File: src/rtl/mult_div_unit.sv
// mult_div_unit: 32-bit iterative signed/unsigned multiply-divide unit with HI/LO registers
// Ports: clk, rst_n (async, active-low); start/op/a/b launch an operation from IDLE;
//   hi_we/lo_we/wdata write HI/LO while idle; busy/done/div_by_zero report status;
//   hi/lo are the architectural result registers.
module mult_div_unit (
  input  logic        clk,
  input  logic        rst_n,
  input  logic        start,
  input  logic [1:0]  op,
  input  logic [31:0] a,
  input  logic [31:0] b,
  input  logic        hi_we,
  input  logic        lo_we,
  input  logic [31:0] wdata,
  output logic        busy,
  output logic        done,
  output logic        div_by_zero,
  output logic [31:0] hi,
  output logic [31:0] lo
);
  typedef enum logic [1:0] {IDLE, CALC, FINISH} state_t;
  state_t state_q, state_d;
  logic [4:0] cnt_q, cnt_d;
  logic is_div_q, is_div_d;
  logic [31:0] mag_a_q, mag_a_d, mag_b_q, mag_b_d;
  logic [63:0] acc_q, acc_d;
  logic [31:0] rem_q, rem_d;
  logic neg_q, neg_d, neg_rem_q, neg_rem_d, b_zero_q, b_zero_d;
  logic done_q, done_d, dz_q, dz_d;
  logic [31:0] hi_q, hi_d, lo_q, lo_d;
  logic is_signed;
  logic [31:0] mag_a_in, mag_b_in;
  logic [32:0] add_sum, shifted, trial;
  logic [63:0] prod;
  logic [31:0] quot, rmd;
  assign is_signed = ~op[0];
  assign mag_a_in = (is_signed && a[31]) ? -a : a;
  assign mag_b_in = (is_signed && b[31]) ? -b : b;
  // Multiply: acc high half accumulates, low half holds the multiplier shifting out
  assign add_sum = {1'b0, acc_q[63:32]} + (acc_q[0] ? {1'b0, mag_a_q} : 33'd0);
  // Divide: acc low half shifts dividend bits out of the top and quotient bits in at the bottom
  assign shifted = {rem_q, acc_q[31]};
  assign trial = shifted - {1'b0, mag_b_q};
  assign prod = neg_q ? -acc_q : acc_q;
  // A zero divisor yields an all-ones quotient regardless of sign; the remainder is the dividend
  assign quot = b_zero_q ? 32'hFFFF_FFFF : neg_q ? -acc_q[31:0] : acc_q[31:0];
  assign rmd = neg_rem_q ? -rem_q : rem_q;
  always_comb begin
    state_d = state_q;
    cnt_d = cnt_q;
    is_div_d = is_div_q;
    mag_a_d = mag_a_q;
    mag_b_d = mag_b_q;
    acc_d = acc_q;
    rem_d = rem_q;
    neg_d = neg_q;
    neg_rem_d = neg_rem_q;
    b_zero_d = b_zero_q;
    done_d = 1'b0;
    dz_d = 1'b0;
    hi_d = hi_q;
    lo_d = lo_q;
    case (state_q)
      IDLE: begin
        if (hi_we) hi_d = wdata;
        if (lo_we) lo_d = wdata;
        if (start) begin
          state_d = CALC;
          cnt_d = 5'd0;
          is_div_d = op[1];
          mag_a_d = mag_a_in;
          mag_b_d = mag_b_in;
          neg_d = is_signed && (a[31] ^ b[31]);
          neg_rem_d = is_signed && a[31];
          b_zero_d = b == 32'd0;
          acc_d = {32'd0, op[1] ? mag_a_in : mag_b_in};
          rem_d = 32'd0;
        end
      end
      CALC: begin
        cnt_d = cnt_q + 5'd1;
        state_d = (cnt_q == 5'd31) ? FINISH : CALC;
        acc_d = is_div_q ? {32'd0, acc_q[30:0], ~trial[32]} : {add_sum, acc_q[31:1]};
        rem_d = (is_div_q && !trial[32]) ? trial[31:0] : is_div_q ? shifted[31:0] : rem_q;
      end
      FINISH: begin
        state_d = IDLE;
        done_d = 1'b1;
        dz_d = is_div_q && b_zero_q;
        {hi_d, lo_d} = is_div_q ? {rmd, quot} : prod;
      end
      default: state_d = IDLE;
    endcase
  end
  always_ff @(posedge clk or negedge rst_n) begin
    if (!rst_n) begin
      state_q <= IDLE;
      cnt_q <= 5'd0;
      is_div_q <= 1'b0;
      mag_a_q <= 32'd0;
      mag_b_q <= 32'd0;
      acc_q <= 64'd0;
      rem_q <= 32'd0;
      neg_q <= 1'b0;
      neg_rem_q <= 1'b0;
      b_zero_q <= 1'b0;
      done_q <= 1'b0;
      dz_q <= 1'b0;
      hi_q <= 32'd0;
      lo_q <= 32'd0;
    end else begin
      state_q <= state_d;
      cnt_q <= cnt_d;
      is_div_q <= is_div_d;
      mag_a_q <= mag_a_d;
      mag_b_q <= mag_b_d;
      acc_q <= acc_d;
      rem_q <= rem_d;
      neg_q <= neg_d;
      neg_rem_q <= neg_rem_d;
      b_zero_q <= b_zero_d;
      done_q <= done_d;
      dz_q <= dz_d;
      hi_q <= hi_d;
      lo_q <= lo_d;
    end
  end
  assign busy = state_q != IDLE;
  assign done = done_q;
  assign div_by_zero = dz_q;
  assign hi = hi_q;
  assign lo = lo_q;
endmodule

File: config.mk
export PLATFORM = sky130hd
export DESIGN_NAME = mult_div_unit
export DESIGN_NICKNAME = d
export VERILOG_FILES = /design/src/rtl/mult_div_unit.sv
export SDC_FILE = /design/constraint.sdc
export NUM_CORES = 1
export LEC_CHECK = 0
export BUFFER_PORTS_ARGS = -buffer_cell sky130_fd_sc_hd__buf_2
export CAP_MARGIN = 20
export CORE_MARGIN = 1.5
export CORE_UTILIZATION = 50
export CTS_BUF_LIST = sky130_fd_sc_hd__clkbuf_8
export DETAILED_ROUTE_END_ITERATION = 8
export GPL_TIMING_DRIVEN = 0
export PLACE_DENSITY = 0.69
export SLEW_MARGIN = 20
export SYNTH_ARGS = -nofsm -noshare
export SYNTH_HDL_FRONTEND = slang
export SYNTH_SLANG_ARGS = --single-unit
File: constraint.sdc
create_clock -name clk -period 4.45 [get_ports clk]
set_input_delay 0.445 -clock clk [delete_from_list [all_inputs] [get_ports clk]]
set_output_delay 0.445 -clock clk [all_outputs]
set_load 0.05 [all_outputs]
Yosys cells after proc, flatten, opt, wreduce, memory -nomap -nowiden
Cells that the tools add are included.

word-level totals
  register bits after elaboration = 237
  output and inout port bits = 67
  word-level logic and storage cells = 75

cells by class
  $add $sub $neg = 8
  equality and inequality tests = 7
  muxes and demuxes = 27
  bitwise gates (word level) = 3
  reductions and logical operators = 16

operators with widths
  kind                   number
  $mux W32               12
  $mux W64               4
  $pmux W32 S2           3
  $neg A32 Y32           4
  $pmux W64 S2           1
  $neg A64 Y64           1
  $add A32 B32 Y33       1
  $sub A33 B32 Y33       1
  $logic_not A32 Y1      1
  $pmux W5 S2            1
  $reduce_and A2 Y1      4
  $ne A2 B2 Y1 const B   3
  $reduce_bool A2 Y1     3
  $add A5 B1 Y5 const B  1
  $eq A5 B5 Y1 const B   1
  $logic_and A1 B1 Y1    5
  $mux W5                1
  $mux W2                2
  $pmux W2 S2            1
  $ne A3 B3 Y1 const B   1
  $reduce_and A3 Y1      1
  $eq A2 B1 Y1 const B   1
  $eq A2 B2 Y1 const B   1
  $logic_not A2 Y1       1
  other kinds (4)        6

Logic depth before layout (Yosys ltp)
Gate-level depths: netlist of the first run.

  depth after elaboration = 6
  mapped depth = 14

Worst setup path after synthesis of the first run
Ideal clock, no wire load.

  path type = register -> register
  start = register acc_q[31]
  end = register rem_q[11]
  data arrival time = 3246 ps
  data required time = 4317 ps
  setup slack = 1071 ps
  stages on the path, launching flop included = 15
  buffers on the path = 2
  path through = dfrtp_1 inv_1 ha_1 fa_1 nand2b_1 a21oi_1 o21ai_0 a41o_1 o21a_1 o2111ai_1 o211a_1 clkbuf_1 buf_1 mux2i_1 o21ai_0

on the way
  cells in the longest elaborated chain, start to end = 5

RTL lines
  what                                                                RTL line  RTL
  start: declaration                                                  26        logic [63:0] acc_q, acc_d;
  start signal: assignment                                            102       acc_q <= 64'd0;
  start signal: assignment                                            117       acc_q <= acc_d;
  $sub A33 B32 Y33 (*)                                                43        assign trial = shifted - {1'b0, mag_b_q};
  $logic_not A1 Y1                                                    84        rem_d = (is_div_q && !trial[32]) ? trial[31:0] : is_div_q ? shifted[31:0] : rem_q;
  $logic_and A1 B1 Y1                                                 84
  $ne A3 B3 Y1 (no source line) or $mux W32 (tied branches)           --
  $reduce_and A3 Y1 (no source line) or $pmux W32 S2 (tied branches)  --
  end signal: assignment                                              118       rem_q <= rem_d;
  end: declaration                                                    27        logic [31:0] rem_q, rem_d;

Every way passes the cells marked *; elsewhere a longest branch is shown, timed or not.
A chain may end at the register's enable or synchronous reset.

Final worst setup path of the first run
  start = register acc_q[31]
  end = register rem_q[27]

Same word-level chain as after synthesis.

==> results of run 1 <==
==> flip-flops by register name, summed over array words and instances (netlist names) <==
| name | flops |
|---|---|
| lo | 32 |
| neg_rem_q | 1 |
| neg_q | 1 |
| state_q | 2 |
| acc_q | 64 |
| mag_a_q | 32 |
| done | 1 |
| is_div_q | 1 |
| div_by_zero | 1 |
| hi | 32 |
| mag_b_q | 32 |
| rem_q | 32 |
| b_zero_q | 1 |
| cnt_q | 5 |
==> cells by family after synthesis <==
family,after synthesis,share of synthesized area [%]
compound gates,658,23.87
xor+xnor,198,10.07
fa+ha+maj,72,5.317
buf+inv,187,4.118
flops,237,34.43
mux,78,4.540
simple gates,637,17.66
==> stage by stage <==
stage                     setup TNS [ns]  instances  worst slack (ns)  hold WS [ns]
after floorplan                        0       2067             1.071        0.1494
after global placement           -319.58       2683            -1.384        0.4580
final                                  0       2760            0.2960        0.1316
after CTS                              0       2762           0.03733        0.1070
after detailed placement         -0.2579       2685          -0.09293        0.4481
after global routing                   0       2760           0.09414        0.1372
==> synthesized netlist by cell type, drive strengths merged (20+ instances only) <==
library cell  count
and2             36
a211oi           20
o41ai            20
inv              62
or3              29
o22ai            27
nand2b           24
nand3            47
o21ai           276
clkbuf          113
mux2i            77
a22o             28
xnor2           107
a21oi           117
nand2           248
o31ai            47
nor3             33
ha               70
xor2             91
dfrtp           237
nor2            125
==> power groups by stage <==
stage	combinational [mW]	sequential (mW)	clock (mW)
floorplan	6.33	4.75	0
global placement	9.87	4.22	0
detailed placement	10.0	4.25	0
finish	10.2	4.29	2.26
CTS	10.0	4.21	2.27
global route	11.1	4.37	2.36
==> layout by cell type (no fill, tap or decap), types with 9 or more instances in the layout <==
master / synthesis / final
and2_1: 36 / 36
and3_1: 14 / 14
nor2b_1: 12 / 12
a21oi_1: 117 / 117
ha_1: 70 / 70
o221ai_1: 9 / 9
buf_2: 0 / 168
nand2b_1: 24 / 24
clkbuf_1: 113 / 110
nor2_1: 125 / 125
or4_1: 15 / 15
inv_1: 62 / 70
mux2i_1: 77 / 77
o21ai_0: 268 / 268
a21o_1: 19 / 19
a221o_1: 11 / 11
o22ai_1: 27 / 27
xnor2_1: 107 / 107
nand4_1: 9 / 9
o31ai_1: 46 / 46
a22o_1: 28 / 28
nand3_1: 47 / 47
a211oi_1: 20 / 20
xor2_1: 91 / 91
o41ai_1: 19 / 19
o211ai_1: 11 / 11
a221oi_1: 10 / 10
dfrtp_1: 237 / 237
nand2_1: 248 / 248
nor3_1: 33 / 33
clkbuf_8: 0 / 55
or3_1: 28 / 28
or2_2: 10 / 10
buf_1: 11 / 9
==> cell type report <==
class                      count  share of cell area, %
clock buffer                  55                  3.855
multi-input combinational   1643                  53.92
sequential                   237                  30.21
clock inverter                21                 0.9049
timing repair buffer         171                  4.665
inverter                      62                  1.185
buffer                       123                  2.409
tap                          448                  2.855
==> per-layer routing <==
| layer | global-route usage [%] | share of wire, % | wire length, um |
|---|---|---|---|
| met2 | 56.11 | 43 | 28390 |
| met4 | 15.57 | 4.7 | 3100 |
| met3 | 6.072 | 8.4 | 5505 |
| met1 | 51.42 | 44 | 28880 |
| met5 | 0 | 0 | 0 |
==> critical path: stages (launching register included) <==
cell       delay (ns)
dfrtp_1          0.51
inv_1            0.13
ha_1             0.23
fa_1             0.38
nand2b_1         0.20
a21oi_1          0.22
o21ai_0          0.28
a41o_1           0.38
o21a_1           0.25
o2111ai_1        0.20
o211a_1          0.39
buf_2            0.37
nand2_1          0.28
o21ai_0          0.24
==> worst max-delay path by stage <==
stage,start,endpoint,slack [ns],cells past startpoint
CTS,acc_q[31],rem_q[0],0.04,14
global route,acc_q[0],acc_q[57],0.09,12
finish,acc_q[31],rem_q[27],0.30,13
global placement,rst_n,acc_q[46],-1.38,1
detailed placement,acc_q[31],rem_q[27],-0.09,14
floorplan,acc_q[31],rem_q[11],1.07,14
==> repair_timing <==
action,CTS,global route
endpoints found under the setup margin,3,25
gates resized for setup,1,3
pin swaps,0,0
endpoints found under the hold margin,72,0
hold buffers,1,0
==> impl_results.md, run 1 <==
- Status: complete, no violations
- Peak supply drop: 509.0 uV
- CP Class: flop to flop
- Asr flop ratio synth: 100.0%
- Max Clk Rate: 240.7 MHz
- Post-synth EDFFs: 0
- Unrepaired setup endpoints after global routing: false
- Seq/Total Area, Yosys: 34.43%
- Slew margin rel.: 37.23%
- Switching power: 8.765 mW
- Wire per inst: 23.87 um
- Synthesized cell area: 17230 um^2
- Net Sw Frac: 52.36%
- Slew @ Worst Pin: 0.9381 ns
- Clock Sinks: 237
- Critical Path Source Type: flop
- Initial antenna violation count: 0
- CP Data Arrival Time: 4.63 ns
- GRT Residual Overflow: 0
- Area Overhead vs Synth: 13.97%
- Final hold vios: 0
- Total Power: 16.74 mW
- Die height: 188.6 um
- Drt pass-1 iters: 6
- Hold Crit Endpoint: hi[1]
- Unique masters post-synth: 71
- IO Pins: 170
- CP endpoint kind: flop
- Critical Path RT: 4.93 ns
- Register area: 5931 um^2
- Layout net count: 2456
- #FFs+latches synth: 237
- Multi-input logic area: 10590 um^2
- FILL cells: 3176
- Ant. Diodes: 0
- Worst-path clk slew: 0.06 ns
- Hold/Removal Path Class: input port to flop
- Final Util: 58.26%
- Syn. warnings: 0
- Top area cells in the synthesized netlist: dfrtp_1 34%, o21ai_0 7.8%, xnor2_1 5.4%
- Gp weighted congestion: 1.029
- Placed cell area: 18690 um^2
- Post-synth top area share: 34.43%
- Worst Skew: 0.01651 ns
- Post-CTS setup repair buffer count: 0
- Synth area leader: dfrtp_1
- Global router's overall resource usage: 36.72%
- Cell Int Power: 7.976 mW
- Vias per inst: 6.256
- Worst hold start: wdata[1]
- Die area: 35580 um^2
- CTS buffer count: 43
- Clock power frac: 13.5%
- R2r endpoint: rem_q[27]
- Pwr dens: 852.7 nW/um^2
- Placed wire-length estimate: 52.96 mm
- Fin crit period: 4.154 ns
- Mapped Nets: 2242
- RR Startpoint: acc_q[31]
- Post-Syn Area per Cell: 8.334 um^2
- Reg power frac: 25.6%
- Layout cells sized above 1: 11.33%
- H-tree lvl count: 2
- FP Rows: 67
- Max-Cap Viols: 0
- Worst-Skew Late Latency: 0.57 ns
- Vias: 17270
- Gate count of the mapped netlist: 2067
- Number of global-route vias before repair: 16370
- Maximum fanout along the worst path: 10
- Largest net degree at the start of global routing: 90
- Final instance area: 19630 um^2
- Final ANT Viol Nets: 0
- Combinational Power Share: 60.9%
- Final setup vio count: 0
- Post-synth top flop: dfrtp_1
- First-pass GRT wire length: 99.48 mm
- Chip width: 188.6 um
- Leak Pwr: 8.713 nW
- Drt first-iter violations: 1576
- Max Transition Viols Final: 0
- Root buffer cell: clkbuf_8
- Worst R2R Setup Slack: 0.30 ns
- Final Cycle Share: 93.35%
- Core ar.: 33700 um^2
- Max Root-Sink Buffers: 3
- DRC: 0
- CTS tree: yes
- Drt total wl: 65.88 mm
- Initial core utilization: 51.12%
- IO Port Bufs: 168
- Worst Reg-to-Reg Cells: 13
- Hold Path Cell Cnt: 3
Power figures use the tool's default switching activity.
==> run 2: changes to the inputs <==
--- a/config.mk
+++ b/config.mk
@@ -8,11 +8,11 @@
 export BUFFER_PORTS_ARGS = -buffer_cell sky130_fd_sc_hd__buf_2
 export CAP_MARGIN = 20
 export CORE_MARGIN = 1.5
-export CORE_UTILIZATION = 50
+export CORE_UTILIZATION = 62
 export CTS_BUF_LIST = sky130_fd_sc_hd__clkbuf_8
 export DETAILED_ROUTE_END_ITERATION = 8
 export GPL_TIMING_DRIVEN = 0
-export PLACE_DENSITY = 0.69
+export PLACE_DENSITY = 0.83
 export SLEW_MARGIN = 20
 export SYNTH_ARGS = -nofsm -noshare
 export SYNTH_HDL_FRONTEND = slang
==> impl_results.md, run 2 (synthesis gave the netlist of run 1 again) <==
- Number of global-route vias before repair: 16480 (+0.68%)
- Final setup vio count: 0 (unchanged)
- Final instance area: 19410 um^2 (-1.1%)
- Core ar.: 27100 um^2 (-20%)
- Maximum fanout along the worst path: 10 (unchanged)
- Global router's overall resource usage: 43.89% (+7.2 points)
- Layout cells sized above 1: 10.79% (-0.54 points)
- CTS buffer count: 41 (-4.7%)
- Area Overhead vs Synth: 12.67%
- Leak Pwr: 8.679 nW (-0.38%)
- Peak supply drop: 532.4 uV (+4.6%)
- Die area: 28790 um^2 (-19%)
- Critical Path Source Type: flop
- DRC: 0 (unchanged)
- Max Clk Rate: 235.5 MHz (-2.2%)
- H-tree lvl count: 2 (unchanged)
- Slew margin rel.: 36.16% (-1.1 points)
- Ant. Diodes: 0 (unchanged)
- FILL cells: 2158 (-32%)
- Combinational Power Share: 62.1% (+1.2 points)
- Worst-Skew Late Latency: 0.57 ns (about the same)
- FP Rows: 60 (-10%)
- Fin crit period: 4.247 ns (+0.09268 ns)
- First-pass GRT wire length: 95.60 mm (-3.9%)
- Net Sw Frac: 52.92% (+0.56 points)
- Max FFs per register: 64 (unchanged)
- Switching power: 8.737 mW (-0.32%)
- Max Transition Viols Final: 0 (unchanged)
- CP Data Arrival Time: 4.72 ns (+0.09 ns)
- Die height: 169.7 um (-10%)
- Gp weighted congestion: 1.025 (-0.46%)
- Worst R2R Setup Slack: 0.20 ns (-0.09 ns)
- WHS: 0.1343 ns (+0.002694 ns)
- CP Class: flop to flop
- Worst path slowest cell: dfrtp_1
- Clock Sinks: 237 (unchanged)
- Initial antenna violation count: 0 (unchanged)
- Pwr dens: 850.7 nW/um^2 (-0.23%)
- Total Power: 16.51 mW (-1.4%)
- Commonest non-fill, non-tap cell in the layout: o21ai_0
- IO Port Bufs: 168 (unchanged)
- Initial core utilization: 63.56% (+12 points)
- Worst-path cell chain: inv_1, ha_1, fa_1, nand2b_1, a21oi_1, o21ai_0, a41o_1, o21a_1, o2111ai_1, o211a_1, clkbuf_1, clkbuf_2, nand2_1, o21ai_0
- Largest net degree at the start of global routing: 99 (+10%)
- Reg power frac: 25.7% (about the same)
- IO Pins: 170 (unchanged)
- Hold/Removal Path Class: input port to flop
- Wire per inst: 23.59 um (-1.2%)
- Drt first-iter violations: 2214 (+40%)
- Layout net count: 2456 (unchanged)
- Cell mode on critical path: o21ai_0
- Drt pass-1 iters: 6 (unchanged)
- Final Cycle Share: 95.43% (+2.1 points)
- Root buffer cell: clkbuf_8
- CTS tree: yes
- Placed cell area: 18600 um^2 (-0.51%)
- Finished Layout Cells: 2680 (-2.9%)
- # placed instances: 2609 (-2.8%)
- Worst Skew: 0.03683 ns (+0.02032 ns)
- Vias per inst: 6.674 (+6.7%)
- Final ANT Viol Nets: 0 (unchanged)
- Max-Cap Viols: 0 (unchanged)
- GRT Residual Overflow: 0 (unchanged)
- Setup total negative slack: 0 ns (unchanged)
- Worst-path clk slew: 0.07 ns (about the same)
- Chip width: 169.7 um (-10%)
- Critical Path RT: 4.93 ns (about the same)
- Max Root-Sink Buffers: 3 (unchanged)
- Status: complete, no violations
- Slew @ Worst Pin: 0.9576 ns (+0.01953 ns)
- Clock power frac: 12.2% (-1.3 points)
- Drt total wl: 63.23 mm (-4.0%)
- Final hold vios: 0 (unchanged)
- Vias: 17890 (+3.6%)
- Biggest register: acc_q
- Critical Path Max Stage Delay: 0.46 ns (-0.05 ns)
- Most frequent cells in the layout: 268 x o21ai_0, 248 x nand2_1, 237 x dfrtp_1, 167 x buf_2, 125 x nor2_1
- Placed wire-length estimate: 50.53 mm (-4.6%)
- Unrepaired setup endpoints after global routing: false
- Cell Int Power: 7.773 mW (-2.5%)
- CP endpoint kind: flop
run 2: area by class of cell:
class / instances / area, um^2 / share of cell area (%)
inverters: 62 / 232.7 / 1.199
plain buffers: 125 / 480.5 / 2.476
repair buffers: 171 / 915.9 / 4.719
clock inverters: 23 / 145.1 / 0.7478
well taps: 372 / 465.4 / 2.398
multi-input cells: 1643 / 10590 / 54.57
flip-flops and latches: 237 / 5931 / 30.56
clock buffers: 47 / 646.9 / 3.333
run 2: timing repair:
| item | in CTS | in global routing |
|---|---|---|
| hold buffers | 1 | 0 |
| setup buffers | 0 | 0 |
| hold endpoints to repair | 71 | 0 |
| setup endpoints to repair | 0 | 28 |
| resized for setup | 0 | 5 |
run 2: final timing paths:
| path | startpoint | to | cells past startpoint |
|---|---|---|---|
| setup / recovery | acc_q[31] | rem_q[27] | 14 |
| hold reg to reg | lo[3] | lo[3] | 2 |
| hold / removal | wdata[4] | hi[4] | 3 |
| min in group asynchronous | rst_n | rem_q[31] | 2 |
| setup reg to reg | acc_q[31] | rem_q[27] | 14 |
| max in group asynchronous | rst_n | acc_q[40] | 4 |
run 2: power groups by stage:
| stage | sequential [mW] | combinational, mW | clock (mW) |
|---|---|---|---|
| after floorplan | 4.75 | 6.33 | 0 |
| after global routing | 4.30 | 11.0 | 2.08 |
| after global placement | 4.16 | 9.67 | 0 |
| after CTS | 4.17 | 9.97 | 1.99 |
| final | 4.25 | 10.2 | 2.01 |
| after detailed placement | 4.20 | 9.91 | 0 |
run 2: through the flow:
| step | setup WS, ns | utilization [%] |
|---|---|---|
| final | 0.2033 | 71.62 |
| after global placement | -1.122 | 68.38 |
| after detailed placement | 0.05838 | 68.62 |
| after global routing | 0.03583 | 71.62 |
| after floorplan | 1.071 | - |
| after CTS | 0.06192 | 71.58 |
run 2: critical path, delay by kind of cell, from the launching register on:
family	cells	cell delay [ns]
AND/OR/NAND/NOR	2	0.47
AO/OA/AOI/OAI	7	1.74
buffers and inverters	3	0.85
adder cells (fa/ha/maj)	2	0.61
flip-flops	1	0.46
run 2: per-layer routing:
layer / global-route usage [%] / vias to the layer above / wire (um)
li1: - / 7918 / -
met1: 60.02 / 8429 / 25200
met2: 64.50 / 1294 / 26280
met3: 8.256 / 246 / 7496
met4: 26.86 / 0 / 4255
met5: 0 / - / 0
